===== config.mk =====
export PLATFORM = sky130hd
export DESIGN_NAME = pipe_step_ctrl
export DESIGN_NICKNAME = d
export VERILOG_FILES = /design/src/rtl/pipe_step_ctrl.sv
export SDC_FILE = /design/constraint.sdc
export NUM_CORES = 1
export LEC_CHECK = 0
export ABC_AREA = 1
export ABC_CLOCK_PERIOD_IN_PS = 1600
export CAP_MARGIN = 20
export CORE_UTILIZATION = 34
export CTS_CLUSTER_DIAMETER = 80
export DETAILED_ROUTE_END_ITERATION = 7
export PLACE_DENSITY = 0.61
export SETUP_SLACK_MARGIN = 0.05
export SLEW_MARGIN = 20
export SYNTH_ARGS = -nofsm -noshare
export SYNTH_HDL_FRONTEND = slang
export SYNTH_SLANG_ARGS = --single-unit

===== constraint.sdc =====
create_clock -name clk -period 1.6 [get_ports clk]
set_clock_uncertainty 0.05 [all_clocks]
set_input_delay 0.32 -clock clk [delete_from_list [all_inputs] [get_ports clk]]
set_output_delay 0.32 -clock clk [all_outputs]
set_load 0.01 [all_outputs]

===== src/rtl/pipe_step_ctrl.sv =====
// rtl/pipe_step_ctrl.sv - debug run/step/halt controller driving the pipeline-wide register enable
module pipe_step_ctrl #(
  parameter int STEP_W = 8,
  parameter int CNT_W  = 32
) (
  input  logic              clk,
  input  logic              rst_n,
  input  logic              cmd_valid,
  input  logic [1:0]        cmd,
  input  logic [STEP_W-1:0] step_n,
  input  logic              halt_retired,
  output logic              pipe_en,
  output logic [1:0]        state,
  output logic [STEP_W-1:0] steps_left,
  output logic [CNT_W-1:0]  cycle_cnt,
  output logic              done
);

  typedef enum logic [1:0] {
    S_IDLE = 2'b00,
    S_RUN  = 2'b01,
    S_STEP = 2'b10,
    S_END  = 2'b11
  } state_t;

  localparam logic [1:0] CMD_RUN  = 2'b01;
  localparam logic [1:0] CMD_STEP = 2'b10;
  localparam logic [1:0] CMD_HALT = 2'b11;

  localparam logic [STEP_W-1:0] STEP_ONE = STEP_W'(1);
  localparam logic [CNT_W-1:0]  CNT_ONE  = CNT_W'(1);
  localparam logic [CNT_W-1:0]  CNT_MAX  = '1;

  state_t cur;

  logic is_run;
  logic is_step;
  logic is_halt;
  logic step_zero;

  // commands are only meaningful in the cycle cmd_valid qualifies them
  assign is_run    = cmd_valid && (cmd == CMD_RUN);
  assign is_step   = cmd_valid && (cmd == CMD_STEP);
  assign is_halt   = cmd_valid && (cmd == CMD_HALT);
  assign step_zero = (step_n == '0);

  assign state = cur;

  // control FSM; retire of HALT beats a halt command, which beats step expiry
  always_ff @(posedge clk or negedge rst_n) begin
    if (!rst_n) begin
      cur        <= S_IDLE;
      pipe_en    <= 1'b0;
      steps_left <= '0;
      done       <= 1'b0;
    end else begin
      done <= 1'b0;
      case (cur)
        S_IDLE: begin
          if (is_run) begin
            cur     <= S_RUN;
            pipe_en <= 1'b1;
          end else if (is_step) begin
            if (step_zero) begin
              // an empty step finishes at once without enabling the pipe
              done <= 1'b1;
            end else begin
              cur        <= S_STEP;
              pipe_en    <= 1'b1;
              steps_left <= step_n;
            end
          end
        end
        S_RUN: begin
          if (halt_retired) begin
            cur     <= S_END;
            pipe_en <= 1'b0;
            done    <= 1'b1;
          end else if (is_halt) begin
            cur     <= S_IDLE;
            pipe_en <= 1'b0;
            done    <= 1'b1;
          end
        end
        S_STEP: begin
          if (halt_retired) begin
            cur        <= S_END;
            pipe_en    <= 1'b0;
            steps_left <= '0;
            done       <= 1'b1;
          end else if (is_halt || (steps_left == STEP_ONE)) begin
            cur        <= S_IDLE;
            pipe_en    <= 1'b0;
            steps_left <= '0;
            done       <= 1'b1;
          end else begin
            steps_left <= steps_left - STEP_ONE;
          end
        end
        S_END: begin
          // terminal until reset: the program has executed HALT
          pipe_en <= 1'b0;
        end
        default: begin
          cur     <= S_IDLE;
          pipe_en <= 1'b0;
        end
      endcase
    end
  end

  // count enabled edges, holding at all-ones rather than wrapping
  always_ff @(posedge clk or negedge rst_n) begin
    if (!rst_n) begin
      cycle_cnt <= '0;
    end else if (pipe_en && (cycle_cnt != CNT_MAX)) begin
      cycle_cnt <= cycle_cnt + CNT_ONE;
    end
  end

endmodule


# --- After elaboration in Yosys (flattened, before gate mapping) ---
# Index checks and enable logic that the tools add are counted.
op_classes:
  mux: 30
  addsub: 2
  reduce_logical: 12
  n_eq_ne: 15
ops:
  columns: ["cell", "count"]
  rows:
  - ["2-to-1 mux 8 bit", 5]
  - ["adder 32 x 1 -> 32 bit (second input constant)", 1]
  - ["inequality test 32 bit (second input constant)", 1]
  - ["one-hot mux 8 bit (2 select lines)", 1]
  - ["2-to-1 mux 1 bit", 14]
  - ["2-to-1 mux 2 bit", 7]
  - ["inequality test 3 bit (second input constant)", 4]
  - ["equality test 2 bit (second input constant)", 4]
  - ["equality test 8 x 1 -> 1 bit (second input constant)", 1]
  - ["logical NOT 8 bit", 1]
  - ["AND reduction 4 bit", 2]
  - ["subtractor 8 x 1 -> 8 bit (second input constant)", 1]
  - ["inequality test 2 bit (second input constant)", 3]
  - ["one-hot mux 2 bit (3 select lines)", 1]
  - ["AND reduction 5 bit", 1]
  - ["equality test 2 x 1 -> 1 bit (second input constant)", 2]
  - ["logical AND 1 bit", 4]
  - ["one-hot mux 1 bit (4 select lines)", 1]
  - ["one-hot mux 1 bit (3 select lines)", 1]
  - ["nonzero test 3 bit", 1]
  - ["logical NOT 2 bit", 1]
  - ["nonzero test 2 bit", 1]
  - ["logical OR 1 bit", 1]
word_totals:
  elab_cells: 64
  out_inout_bits: 44
  regBits: 44

# --- Depth between registers and ports, before layout ---
# Gate-level depths: netlist of run 1.
depth:
  word_depth: 6
  depth_mapped: 11
  depth_no_buf: 10

# --- Worst setup path after synthesis of run 1 ---
# OpenSTA, ideal clock, no wires.
synth_timing:
  path_kind: "register -> register"
  start: "register cycle_cnt[0]"
  end: "register cycle_cnt[14]"
  t_arrival_ns: 1.498
  n_path_buf: 1
  path_stages_with_launch: 12
  setup_time_ns: 0.116
  setup_slack_ns: -0.064
  path_cell_list: "dfrtp_1 -> ha_1 -> nand3_2 -> inv_2 -> nand2_4 -> nor2_4 -> nand2_4 -> nand2_8 -> inv_4 -> buf_6 -> nand2_1 -> nand2_1"
synth_via:
  elab_chain_len: 2
synth_lines:
  columns: ["item", "line_no", "rtl"]
  rows:
  - ["start, declared", "15", "output logic [CNT_W-1:0] cycle_cnt,"]
  - ["start signal, assigned", "117", "cycle_cnt <= cycle_cnt + CNT_ONE;"]
  - ["parallel branches: the longest is 2 deep, another holds adder 32 x 1 -> 32 bit", null, null]
# Several ways; the timed one is not identified.
# A chain may end at the register's enable or synchronous reset.

# --- Final worst setup path of run 1 ---
layout_timing:
  start: "register cycle_cnt[1]"
  end: "register cycle_cnt[19]"
# The elaborated chain is that of the path after synthesis.

==> results of run 1 <==
## flip-flops by register name (all words and copies together), names as in the netlist
name	count
done	1
cycle_cnt	32
pipe_en	1
steps_left	8
state	2
## placed cells by master, fill, tap and decap left out, types with 2 or more instances in the layout
master and instances:
ha_4 3, xor2_1 11, nand2_2 16, nand3_2 4, inv_2 6, bufinv_16 3
nor2_4 8, nand2_1 217, buf_4 84, buf_2 4, xnor2_1 8, nand2_4 3
dfrtp_1 43, buf_12 4, dlygate4sd2_1 39, o21ai_0 5, nor2_1 37, buf_6 5
nand3b_1 15, o21ai_1 3, clkbuf_8 5, inv_1 19, nor2_2 25, ha_1 4
clkdlybuf4s50_1 12, o21ai_2 2, nand3_1 9, nand4_1 6, a21oi_2 2, clkbuf_2 2
## critical path, cell delays in order, from the launching register on
cell     delay (ps)
dfrtp_1         370
ha_2            190
nand3_2          80
inv_2           110
nand2_4          80
nor2_4          140
nand2_4          80
nand2_8         110
buf_12          140
nand2_1          50
nand2_1          70
## repair_timing
item	4_1_cts	5_1_grt
hold buffers	1	0
cloned	0	2
setup endpoints to repair	74	46
pin swaps	3	17
gates resized for setup	55	86
setup buffers	25	11
endpoints found under the hold margin	16	0
## routing by layer
| metal | share of wire | wire [um] |
|---|---|---|
| met1 | 0.44 | 4020 |
| met2 | 0.52 | 4740 |
| met3 | 0.033 | 304 |
| met4 | 0.014 | 129 |
| met5 | 0 | 0 |
## cell usage after synthesis, drive strengths merged
library cell | n | area [um2]
xor2 | 11 | 96.3
dfrtp | 44 | 1100
o21ai | 10 | 50.1
xnor2 | 8 | 70.1
a21oi | 3 | 15.0
clkinv | 1 | 3.75
a21boi | 2 | 15.0
nand3 | 13 | 70.1
nand2 | 237 | 926
buf | 7 | 62.6
nor3 | 1 | 5.00
o31ai | 1 | 7.51
nand3b | 15 | 113
nand4 | 6 | 37.5
ha | 8 | 100
inv | 27 | 104
nor2 | 70 | 280
## final cells by class
type	instances	area [um2]
well taps	108	135
inverters	28	119
clock buffers	5	68.8
clock inverters	3	90.1
repair buffers	152	1280
fillers	851	3920
multi-input cells	385	2010
flip-flops and latches	44	1100
## stage by stage
| step | cell area [um2] | hold WS, ps | setup WS, ps |
|---|---|---|---|
| 2_1_floorplan | 3060 | -25.6 | -33.5 |
| 6_report | 4800 | 427 | 46.2 |
| 4_1_cts | 4480 | 445 | 42.8 |
| 3_5_place_dp | 4160 | 244 | -170 |
| 5_1_grt | 4800 | 476 | -79.6 |
| 3_3_place_gp | 4160 | 234 | -122 |
## final timing paths
| kind | slack, ps | to | cells after the start |
|---|---|---|---|
| setup / recovery | 50 | cycle_cnt[19] | 10 |
| hold / removal | 430 | cycle_cnt[21] | 2 |
| setup reg to reg | 50 | cycle_cnt[19] | 10 |
| hold reg to reg | 490 | cycle_cnt[18] | 2 |
| max in group asynchronous | 550 | cycle_cnt[18] | 3 |
| min in group clk | 490 | cycle_cnt[18] | 2 |
## kinds of logic (layout without fill, tap and decap cells)
| family | after synthesis | in the layout |
|---|---|---|
| compound gates | 16 | 16 |
| buf+inv | 35 | 188 |
| flops | 44 | 44 |
| simple gates | 342 | 342 |
| fa+ha+maj | 8 | 8 |
| xor+xnor | 19 | 19 |
## power by group
group	total (mW)	internal, mW	leakage, nW	switching (mW)
Sequential	1.47	1.32	0.588	0.153
Clock	1.22	0.782	0.0784	0.435
Combinational	2.96	1.38	1.85	1.58
Total	5.65	3.48	2.51	2.17
==> metrics.txt, run 1 <==
status=complete, no violations; Post-Synth Simple-Gate Area=0.468; Overflow after GRT=0; CTS sink count=44; CP required=1800 ps; met3 Usage GRT=0.0275; Core ar.=8720 um2; Worst R2R Start=cycle_cnt[1]; clock latency on the worst-skew pair=300 ps; synthesized area=3060 um2; Peak supply drop=0.000835 V; Pre-antenna DRT Iters=4; Compound-Gate Fraction of Synth Area=0.0287; Cells after DPL=678; Clock Tree Root=clkbuf_8; number of max-cap violations=0; Ant. Diodes=0; fmax=644 MHz; pin count of the biggest net entering global routing=29; placer congestion estimate=0.860; Area growth syn-to-layout=57.1%; cts bufs inserted=5; antenna violations before repair=0; mux cell area share after synthesis=0; Initial Utilization=0.351; Mapped Nets=486; XOR/XNOR Fraction of Synth Area=0.0544; CTS H-tree lvls=2; DP Wirelength=6.54 mm; fin util=0.551; number of port buffers=57; Worst Setup End Kind=register; flip-flop and latch count after synthesis=44; sequential area share after synthesis=0.360; clk buf depth=2; Syn. warnings=0; DRC Markers=0; met1 Use GR=0.230; Post-Syn Instances=464; endpoints failing hold=0; overall fraction of global-route tracks in use=0.191; final slew viol count=0; Adder-Cell Fraction of Synth Area=0.0327; Synth cell types=27; Die ar.=9370 um2; crit path from=cycle_cnt[1]; number of DRC markers in iteration 0=129; layout cell share with drive strength beyond 1=0.297; unrepaired setup endpoints after global routing=true; Power, Total=5.65 mW; Clk pin slew, worst setup/hold paths=100 ps; first-pass GRT wire length=14.6 mm; final setup TNS=0 ps; Via density=4.67; syn_area_per_cell=6.59 um2; I/O pins=58; fin crit share=0.971; global routing met2 resource utilization=0.353; fin cells=725; row count=34; width of the die=96.8 um; endpoints failing setup=0; Pleak=2.51 nW; CTS tree=yes; GRT busiest layer=met2; Worst-Margin Slew=446 ps; critical path peak fanout=13; total power per unit cell area=1180 nW/um2; Detail Route Antenna Nets=0; Die Ht=96.8 um; CP Class=reg -> reg; Post-Route WL=9.19 mm; total number of vias=3,387; Tmin final=1550 ps; largest family of logic cells by synthesized area=simple AND/OR/NAND/NOR gates; NumNets Final=638; CP arrival=1750 ps; drt wl/cell=12.7 um; Max-slew headroom=0.703; HP Class=in -> async; vias in the first global route=3,164; CP Launch Type=register
Power figures use the tool's default switching activity.
==> run 2, diff against run 1 <==
Settings changed: MAX_ROUTING_LAYER set to met4, SKIP_LAST_GASP set to 1, SLEW_MARGIN 20 to 40.
==> metrics.txt, run 2 (synthesis results as in run 1) <==
fin crit share=1.01; Worst-Margin Slew=472 ps; I/O pins=58; CTS tree=yes; Worst R2R Start=cycle_cnt[11]; Via density=4.80; CP Launch Type=register; antenna violations before repair=0; vias in the first global route=3,244; Pleak=2.73 nW; CP Class=reg -> out; Initial Utilization=0.351; fillers=771; Clk pin slew, worst setup/hold paths=90 ps; fmax=618 MHz; number of DRC markers in iteration 0=201; Ant. Diodes=0; DRC Markers=0; Clock Tree Root=clkbuf_8; global routing met2 resource utilization=0.352; met1 Use GR=0.243; Pre-antenna DRT Iters=5; Tmin final=1620 ps; DP Wirelength=6.59 mm; GRT busiest layer=met2; placer congestion estimate=0.865; width of the die=96.8 um; HP Class=in -> async; Core ar.=8720 um2; failing checks=setup timing; first-pass GRT wire length=15.0 mm; unrepaired setup endpoints after global routing=true; Overflow after GRT=0; endpoints failing hold=0; Detail Route Antenna Nets=0; r2r setup slk=10 ps; Area growth syn-to-layout=67.3%; overall fraction of global-route tracks in use=0.200; pin count of the biggest net entering global routing=29; endpoints failing setup=1; Post-Route WL=9.76 mm; number of max-cap violations=0; RR Endpoint=cycle_cnt[0]; worst reg-to-reg path cell count=9; Max-slew headroom=0.685; total number of vias=3,480; Power, Total=5.57 mW; critical path's top delay family=buffers and inverters; fin util=0.586; status=finished with violations; number of port buffers=57; row count=34; NumNets Final=639; total power per unit cell area=1090 nW/um2; Die Ht=96.8 um; max reg flops=32; CTS sink count=44; CP required=1230 ps; final slew viol count=0; WP buf/inv=3; worst-path cell chain=buf_4 -> buf_4 -> dlygate4sd2_1; CP arrival=1250 ps; CP most frequent cell=buf_4; Biggest register=cycle_cnt; layout cell share with drive strength beyond 1=0.370; clock latency on the worst-skew pair=300 ps; clk buf depth=2; setup ws final=-19.1 ps; Crit-path slowest cell=dfrtp_1; Worst Setup End Kind=output pin; critical path peak fanout=5; most frequent cells in the layout=179 x nand2_1, 74 x buf_4, 41 x dfrtp_1; CP peak stage delay=400 ps; met3 Usage GRT=0.0296; CTS H-tree lvls=2; Die ar.=9370 um2; Peak supply drop=0.000825 V; cts bufs inserted=5; commonest non-fill, non-tap cell in the layout=nand2_1; drt wl/cell=13.5 um
==> run 2: changes by cell type in the layout (fill, tap and decap cells not counted), moves of 7 or more <==
cell,change
nor2_1,-8
nand2_4,+18
nand2_1,-38
buf_6,+7
nand2_2,+20
buf_4,-10
==> run 2: final cells by class <==
type,count,area [um2],share of cell area
Clock buffer,7,96.3,0.0188
Inverter,28,140,0.0274
Multi-Input combinational cell,386,2270,0.444
Sequential cell,44,1100,0.216
Tap cell,108,135,0.0264
Timing Repair Buffer,150,1340,0.262
Timing Repair inverter,2,22.5,0.00441
==> run 2: through the flow <==
| step | setup WS, ps | cell area [um2] | setup TNS [ps] | instances | hold WS (ps) |
|---|---|---|---|---|---|
| 2_1_floorplan | -33.5 | 3060 | -618 | 464 | -25.6 |
| 3_3_place_gp | -116 | 4190 | -806 | 680 | 233 |
| 3_5_place_dp | -187 | 4190 | -1790 | 680 | 241 |
| 4_1_cts | -71.7 | 4500 | -71.7 | 712 | 456 |
| 5_1_grt | -64.8 | 5110 | -775 | 725 | 485 |
| 6_report | -19.1 | 5110 | -19.1 | 725 | 449 |
==> run 2: repair_timing <==
action,4_1_cts,5_1_grt
setup endpoints to repair,76,48
resized for setup,62,156
buffers inserted,24,9
hold buffers,1,0
cloned,1,5
pin swaps,7,51
endpoints found under the hold margin,16,0
==> run 2: where the power goes <==
group	switching (mW)	leakage, nW	internal, mW
registers	0.200	0.586	1.32
clock network	0.390	0.0503	0.386
logic	1.77	2.10	1.49
total	2.36	2.73	3.20
==> run 2: routing by layer <==
metal,vias to the layer above,wire length [um]
met2,74,4900
met5,-,0
li1,1741,-
met3,14,390
met1,1651,4330
met4,0,138
==> run 2: worst max path at each step <==
stage | startpoint | endpoint | slack (ps) | depth (start not counted)
detailed placement | cmd[1] | steps_left[5] | -190 | 9
floorplan | cycle_cnt[0] | cycle_cnt[14] | -30 | 11
finish | cycle_cnt[22] | cycle_cnt[22] | -20 | 3
global route | cycle_cnt[22] | cycle_cnt[22] | -60 | 3
CTS | cycle_cnt[8] | cycle_cnt[8] | -70 | 2
global placement | cmd[1] | steps_left[7] | -120 | 9
